$ cat src/rtl/cva6_lsu_mem_responder.sv
// Memory-side responder for the CVA6 LSU shim/model.
// Loads and stores are accepted into two independent in-order queues. Each entry
// counts down from its channel latency and fires a one-cycle completion pulse,
// with its address, when it reaches the head of the queue and its countdown is zero.

// Per-channel in-order latency queue.
// Each slot holds {valid, addr, countdown}. Every valid slot counts down in
// parallel, so the head is due as soon as its own countdown reaches zero.
module cva6_lsu_mem_responder_q #(
  parameter int ADDR_W  = 32,
  parameter int LATENCY = 3,
  parameter int DEPTH   = 2,
  localparam int CNT_W  = (LATENCY > 1) ? $clog2(LATENCY) : 1,
  localparam int PTR_W  = (DEPTH > 1) ? $clog2(DEPTH) : 1,
  localparam int OCC_W  = $clog2(DEPTH + 1)
) (
  input  logic              clk_i,
  input  logic              rst_ni,
  input  logic              i_push,
  input  logic [ADDR_W-1:0] i_addr,
  output logic              o_full,
  output logic [OCC_W-1:0]  o_count,
  output logic              o_resp,
  output logic [ADDR_W-1:0] o_resp_addr
);

  logic              r_vld  [DEPTH];
  logic [ADDR_W-1:0] r_addr [DEPTH];
  logic [CNT_W-1:0]  r_cnt  [DEPTH];
  logic [PTR_W-1:0]  r_rd;
  logic [PTR_W-1:0]  r_wr;
  logic [OCC_W-1:0]  r_count;

  logic w_push;
  logic w_pop;
  logic w_head_due;

  // Pointer advance with explicit wrap so DEPTH=1 also works.
  function automatic logic [PTR_W-1:0] f_inc(input logic [PTR_W-1:0] p);
    logic [PTR_W-1:0] n;
    if (DEPTH == 1) begin
      n = '0;
    end else if (p == PTR_W'(DEPTH - 1)) begin
      n = '0;
    end else begin
      n = p + PTR_W'(1);
    end
    return n;
  endfunction

  // Head is due when it is occupied and its countdown has expired.
  always_comb begin
    w_head_due = r_vld[r_rd] && (r_cnt[r_rd] == '0);
    w_pop      = w_head_due;
    w_push     = i_push && !o_full;
  end

  // Full / occupancy come from registered state only.
  always_comb begin
    o_full  = (r_count == OCC_W'(DEPTH));
    o_count = r_count;
  end

  // Response address is forced to zero whenever no pulse is issued.
  always_comb begin
    o_resp      = w_head_due;
    o_resp_addr = w_head_due ? r_addr[r_rd] : '0;
  end

  // Slot storage, parallel countdown, pointer and occupancy update.
  always_ff @(posedge clk_i or negedge rst_ni) begin
    if (!rst_ni) begin
      for (int i = 0; i < DEPTH; i++) begin
        r_vld[i]  <= 1'b0;
        r_addr[i] <= '0;
        r_cnt[i]  <= '0;
      end
      r_rd    <= '0;
      r_wr    <= '0;
      r_count <= '0;
    end else begin
      for (int i = 0; i < DEPTH; i++) begin
        if (r_vld[i] && (r_cnt[i] != '0)) begin
          r_cnt[i] <= r_cnt[i] - CNT_W'(1);
        end
      end
      if (w_pop) begin
        r_vld[r_rd] <= 1'b0;
        r_rd        <= f_inc(r_rd);
      end
      // A push never lands on the popped slot: push requires !full, and the
      // popped slot is the head, which is only the write slot when full.
      if (w_push) begin
        r_vld[r_wr]  <= 1'b1;
        r_addr[r_wr] <= i_addr;
        r_cnt[r_wr]  <= CNT_W'(LATENCY - 1);
        r_wr         <= f_inc(r_wr);
      end
      case ({w_push, w_pop})
        2'b10:   r_count <= r_count + OCC_W'(1);
        2'b01:   r_count <= r_count - OCC_W'(1);
        default: r_count <= r_count;
      endcase
    end
  end

endmodule

// Top level: routes accepted requests to the load or store queue and keeps
// the sticky overflow flag for requests presented while not ready.
module cva6_lsu_mem_responder #(
  parameter int ADDR_W        = 32,
  parameter int LOAD_LATENCY  = 3,
  parameter int STORE_LATENCY = 2,
  parameter int DEPTH         = 2,
  localparam int OCC_W        = $clog2(DEPTH + 1),
  localparam int OUT_W        = $clog2(2 * DEPTH + 1)
) (
  input  logic              clk_i,
  input  logic              rst_ni,
  input  logic              req_valid_i,
  input  logic              req_is_load_i,
  input  logic [ADDR_W-1:0] req_addr_i,
  output logic              ready_o,
  output logic              load_mem_resp_o,
  output logic [ADDR_W-1:0] load_resp_addr_o,
  output logic              store_mem_resp_o,
  output logic [ADDR_W-1:0] store_resp_addr_o,
  output logic [OUT_W-1:0]  outstanding_o,
  output logic              overflow_o
);

  logic             w_ld_full;
  logic             w_st_full;
  logic [OCC_W-1:0] w_ld_count;
  logic [OCC_W-1:0] w_st_count;
  logic             w_ready;
  logic             w_accept;
  logic             w_ld_push;
  logic             w_st_push;
  logic             r_overflow;

  // Readiness uses registered fullness only; a same-cycle pop does not help.
  always_comb begin
    w_ready   = !w_ld_full && !w_st_full;
    w_accept  = req_valid_i && w_ready;
    w_ld_push = w_accept && req_is_load_i;
    w_st_push = w_accept && !req_is_load_i;
  end

  cva6_lsu_mem_responder_q #(
    .ADDR_W  (ADDR_W),
    .LATENCY (LOAD_LATENCY),
    .DEPTH   (DEPTH)
  ) u_load_q (
    .clk_i       (clk_i),
    .rst_ni      (rst_ni),
    .i_push      (w_ld_push),
    .i_addr      (req_addr_i),
    .o_full      (w_ld_full),
    .o_count     (w_ld_count),
    .o_resp      (load_mem_resp_o),
    .o_resp_addr (load_resp_addr_o)
  );

  cva6_lsu_mem_responder_q #(
    .ADDR_W  (ADDR_W),
    .LATENCY (STORE_LATENCY),
    .DEPTH   (DEPTH)
  ) u_store_q (
    .clk_i       (clk_i),
    .rst_ni      (rst_ni),
    .i_push      (w_st_push),
    .i_addr      (req_addr_i),
    .o_full      (w_st_full),
    .o_count     (w_st_count),
    .o_resp      (store_mem_resp_o),
    .o_resp_addr (store_resp_addr_o)
  );

  // Sticky overflow: a dropped request is remembered until reset.
  always_ff @(posedge clk_i or negedge rst_ni) begin
    if (!rst_ni) begin
      r_overflow <= 1'b0;
    end else if (req_valid_i && !w_ready) begin
      r_overflow <= 1'b1;
    end
  end

  // Output assembly.
  always_comb begin
    ready_o       = w_ready;
    outstanding_o = OUT_W'(w_ld_count) + OUT_W'(w_st_count);
    overflow_o    = r_overflow;
  end

endmodule
$ cat config.mk
export PLATFORM = sky130hd
export DESIGN_NAME = cva6_lsu_mem_responder
export DESIGN_NICKNAME = d
export VERILOG_FILES = /design/src/rtl/cva6_lsu_mem_responder.sv
export SDC_FILE = /design/constraint.sdc
export NUM_CORES = 1
export LEC_CHECK = 0
export BUFFER_PORTS_ARGS = -buffer_cell sky130_fd_sc_hd__buf_2
export CAP_MARGIN = 40
export CORE_MARGIN = 2
export CORE_UTILIZATION = 42
export CTS_CLUSTER_SIZE = 30
export DETAILED_ROUTE_END_ITERATION = 6
export GPL_TIMING_DRIVEN = 0
export PLACE_DENSITY = 0.69
export SYNTH_ARGS = -nofsm -noshare
export SYNTH_HDL_FRONTEND = slang
export SYNTH_SLANG_ARGS = --single-unit
$ cat constraint.sdc
create_clock -name clk_i -period 5.3 [get_ports clk_i]
set_clock_uncertainty 0.1 [all_clocks]
set_input_delay 1.325 -clock clk_i [delete_from_list [all_inputs] [get_ports clk_i]]
set_output_delay 1.325 -clock clk_i [all_outputs]
set_load 0.1 [all_outputs]
==> run metrics <==
crit path capture type=primary output; gr ovfl total=0; xor-xnor portion of the synthesized cell area=1.305%; post-DR vias/cell=5.071; worst-path cell chain=buf_2, nor4b_1, a31oi_1, clkbuf_1, nor2_1, buf_2; Synth Area in Compound Gates=1.379%; post-synth top area share=54.79%; element type at the critical path start=flip-flop; Mean Syn Cell Area=13.43 µm²; TritonRoute pass-1 iters=4; grt met1 use=23.49%; synthesized area=6714 µm²; Avg WL per Cell=18.01 µm; die width=130.4 µm; Crit. Startpoint=u_load_q.r_rd$_DFFE_PN0P_; CP most frequent cell=buf_2; FF+latch count, synth=147; Reg2Reg Depth=8; die height=130.4 µm; critical path class=reg2out; crit-path max cell delay=560 ps; Worst R2R Setup Slack=2510 ps; CP Data Required Time=3880 ps; vias in the first global route=4,685; buffers and inverters on the worst path=3; worst slew pin tran=892.8 ps; Post-DRT Antenna Nets=0; Starting DRT DRC Count=205; post-synth top area cell=dfrtp_1; GPL Wtd Cong=0.7946; GR peak layer=met2; met3 usage=4.805%; initial antenna violation count=0; vias after detailed routing=4,346; die area=17,010 µm²; drt drc=0; Total GRT Usage=18.94%; CTS resizes=0; sequential share of the synthesized area=54.79%; site row count=46; CP Depth=6; met2 usage=32.43%; Slew HR=40.48%; Simple-Gate Fraction of Synth Area=6.485%; slowest CP cell=nor4b_1; antenna cells=0; CTS tree=yes; root buf cell=clkbuf_16; Setup TNS=0 ps; Final Net Count=670; register clock-pin slew on the reported worst setup and hold paths=60 ps; R2R Path End=u_store_q.o_count[1]$_DFFE_PN0P_; crit path DAT=2860 ps; final setup violation count=0; endpoints failing hold=0; RSZ-0062 raised after global routing=false; placed instance count=825; mux cell area share after synthesis=31.57%; Initial Util=42.57%; Hold Crit Class=reg2reg; PortBufs=106; clk sinks=147; max-slew violation count=0; fin crit period=4283 ps; H-tree Lvls=4; hold_buf cts=0; Mapped Nets=542; synth warn=0; Adder-Cell Fraction of Synth Area=1.230%; final worst path period share=80.82%; I/O pins=107; delay-heaviest family, CP=buffers and inverters; Critical Path Fanout Max=10; synth top area cells=dfrtp_1 55%, mux2_2 20%, mux2i_1 9.5%; synth unique cells=35; first-pass GRT wire length=24,250 µm; status=finished clean; pin count of the biggest net entering global routing=77; r2r startpoint=u_store_q.r_rd$_DFFE_PN0P_; Fmax achieved=233.5 MHz; clk buf depth=2; main combinational cell family by area after synthesis=multiplexers; ratio of cells with drive above 1 in the final layout=44.77%; Post-CTS Setup Bufs=0; CP endpoint=load_resp_addr_o[23]; Syn-to-layout area delta=22.38%; Final Cell Area=8217 µm²; Max Cap Viol=0; CTS Buf Count=17; final WL=15,430 µm; worst skew pair latency=410 ps; detailed placement HPWL=10,760 µm; core area=15,770 µm²; placed cell area=7575 µm²; Mapped Cells=500; final cell count without fillers=857
layout by cell type, fill, tap and decap left out, types with 5 or more instances in the layout:
| cell type | synthesis | layout |
|---|---|---|
| clkbuf_1 | 10 | 10 |
| xnor2_1 | 7 | 7 |
| inv_1 | 10 | 10 |
| mux2_4 | 10 | 10 |
| buf_2 | 6 | 111 |
| mux2_2 | 117 | 117 |
| dfrtp_1 | 147 | 147 |
| mux2i_1 | 64 | 64 |
| nor2_1 | 74 | 74 |
| nand2b_1 | 5 | 5 |
| buf_6 | 8 | 10 |
| clkbuf_16 | 0 | 17 |
| ha_1 | 5 | 5 |
stage by stage:
step | utilization [%] | worst slack [ps] | hold slack (ps)
finish | 52.10 | 1017 | 378.8
detailed placement | 48.03 | 1380 | 364.5
global route | 52.10 | 765.9 | 398.6
global placement | 47.65 | 832.7 | 352.9
CTS | 52.10 | 930.2 | 383.1
floorplan | - | 1248 | 354.3
synthesized netlist by cell type:
library cell	number
buf_4	2
mux2_4	10
nor4b_1	1
o21ai_0	3
nand2b_1	5
xnor2_1	7
mux2i_1	64
a211o_1	2
nor2b_1	3
a31oi_1	1
ha_1	5
nor3_2	1
o21bai_1	2
a22o_1	1
clkbuf_1	10
buf_2	6
mux2_2	117
a21o_1	3
mux2_1	1
nor4b_4	1
buf_6	8
nor3_1	1
fa_1	1
a22oi_1	1
nor2_1	74
nand3b_1	1
buf_1	2
nand4b_1	1
nand4_1	1
nor4_4	1
dfrtp_1	147
xor2_1	3
inv_1	10
nand3_1	1
nand2_1	3
sequential cells by signal, indices dropped and copies added (netlist names):
name and flops:
overflow_o 1, u_load_q.r_wr 1, u_store_q.r_cnt 2, u_load_q.r_vld 2, u_load_q.r_rd 1, u_load_q.o_count 2
u_store_q.r_wr 1, u_store_q.o_count 2, u_store_q.r_vld 2, u_load_q.r_cnt 4, u_load_q.r_addr 64, u_store_q.r_rd 1
u_store_q.r_addr 64
area by class of cell:
| cell class | count | area (µm²) |
|---|---|---|
| Clock buffer | 18 | 439.2 |
| Sequential cell | 147 | 3679 |
| Buffer | 28 | 180.2 |
| Fill cell | 1386 | 7553 |
| Tap cell | 216 | 270.3 |
| Inverter | 10 | 37.54 |
| Multi-Input combinational cell | 315 | 2818 |
| Timing Repair Buffer | 109 | 590.6 |
| Clock inverter | 14 | 202.7 |
metal layers:
metal	wire, µm	share of wire, %
met1	6596	43
met2	7841	51
met3	661	4.3
met4	333	2.2
met5	0	0
worst min path at each step:
stage	startpoint	to	depth (start not counted)
after floorplan	u_store_q.r_cnt[0]$_DFF_PN0_	u_store_q.r_cnt[0]$_DFF_PN0_	1
after global placement	overflow_o$_DFFE_PN0P_	overflow_o$_DFFE_PN0P_	1
after detailed placement	overflow_o$_DFFE_PN0P_	overflow_o$_DFFE_PN0P_	1
after CTS	overflow_o$_DFFE_PN0P_	overflow_o$_DFFE_PN0P_	1
after global routing	overflow_o$_DFFE_PN0P_	overflow_o$_DFFE_PN0P_	1
final	overflow_o$_DFFE_PN0P_	overflow_o$_DFFE_PN0P_	1
logic make-up (layout without fill, tap and decap cells):
family / count (synthesis) / count (layout)
xor+xnor: 10 / 10
buf+inv: 38 / 179
flops: 147 / 147
simple gates: 94 / 94
compound gates: 13 / 13
fa+ha+maj: 6 / 6
mux: 192 / 192
Power is left out: the tool's default activity adds up to more than one toggle a clock period on the data nets, which glitch-free logic cannot reach.
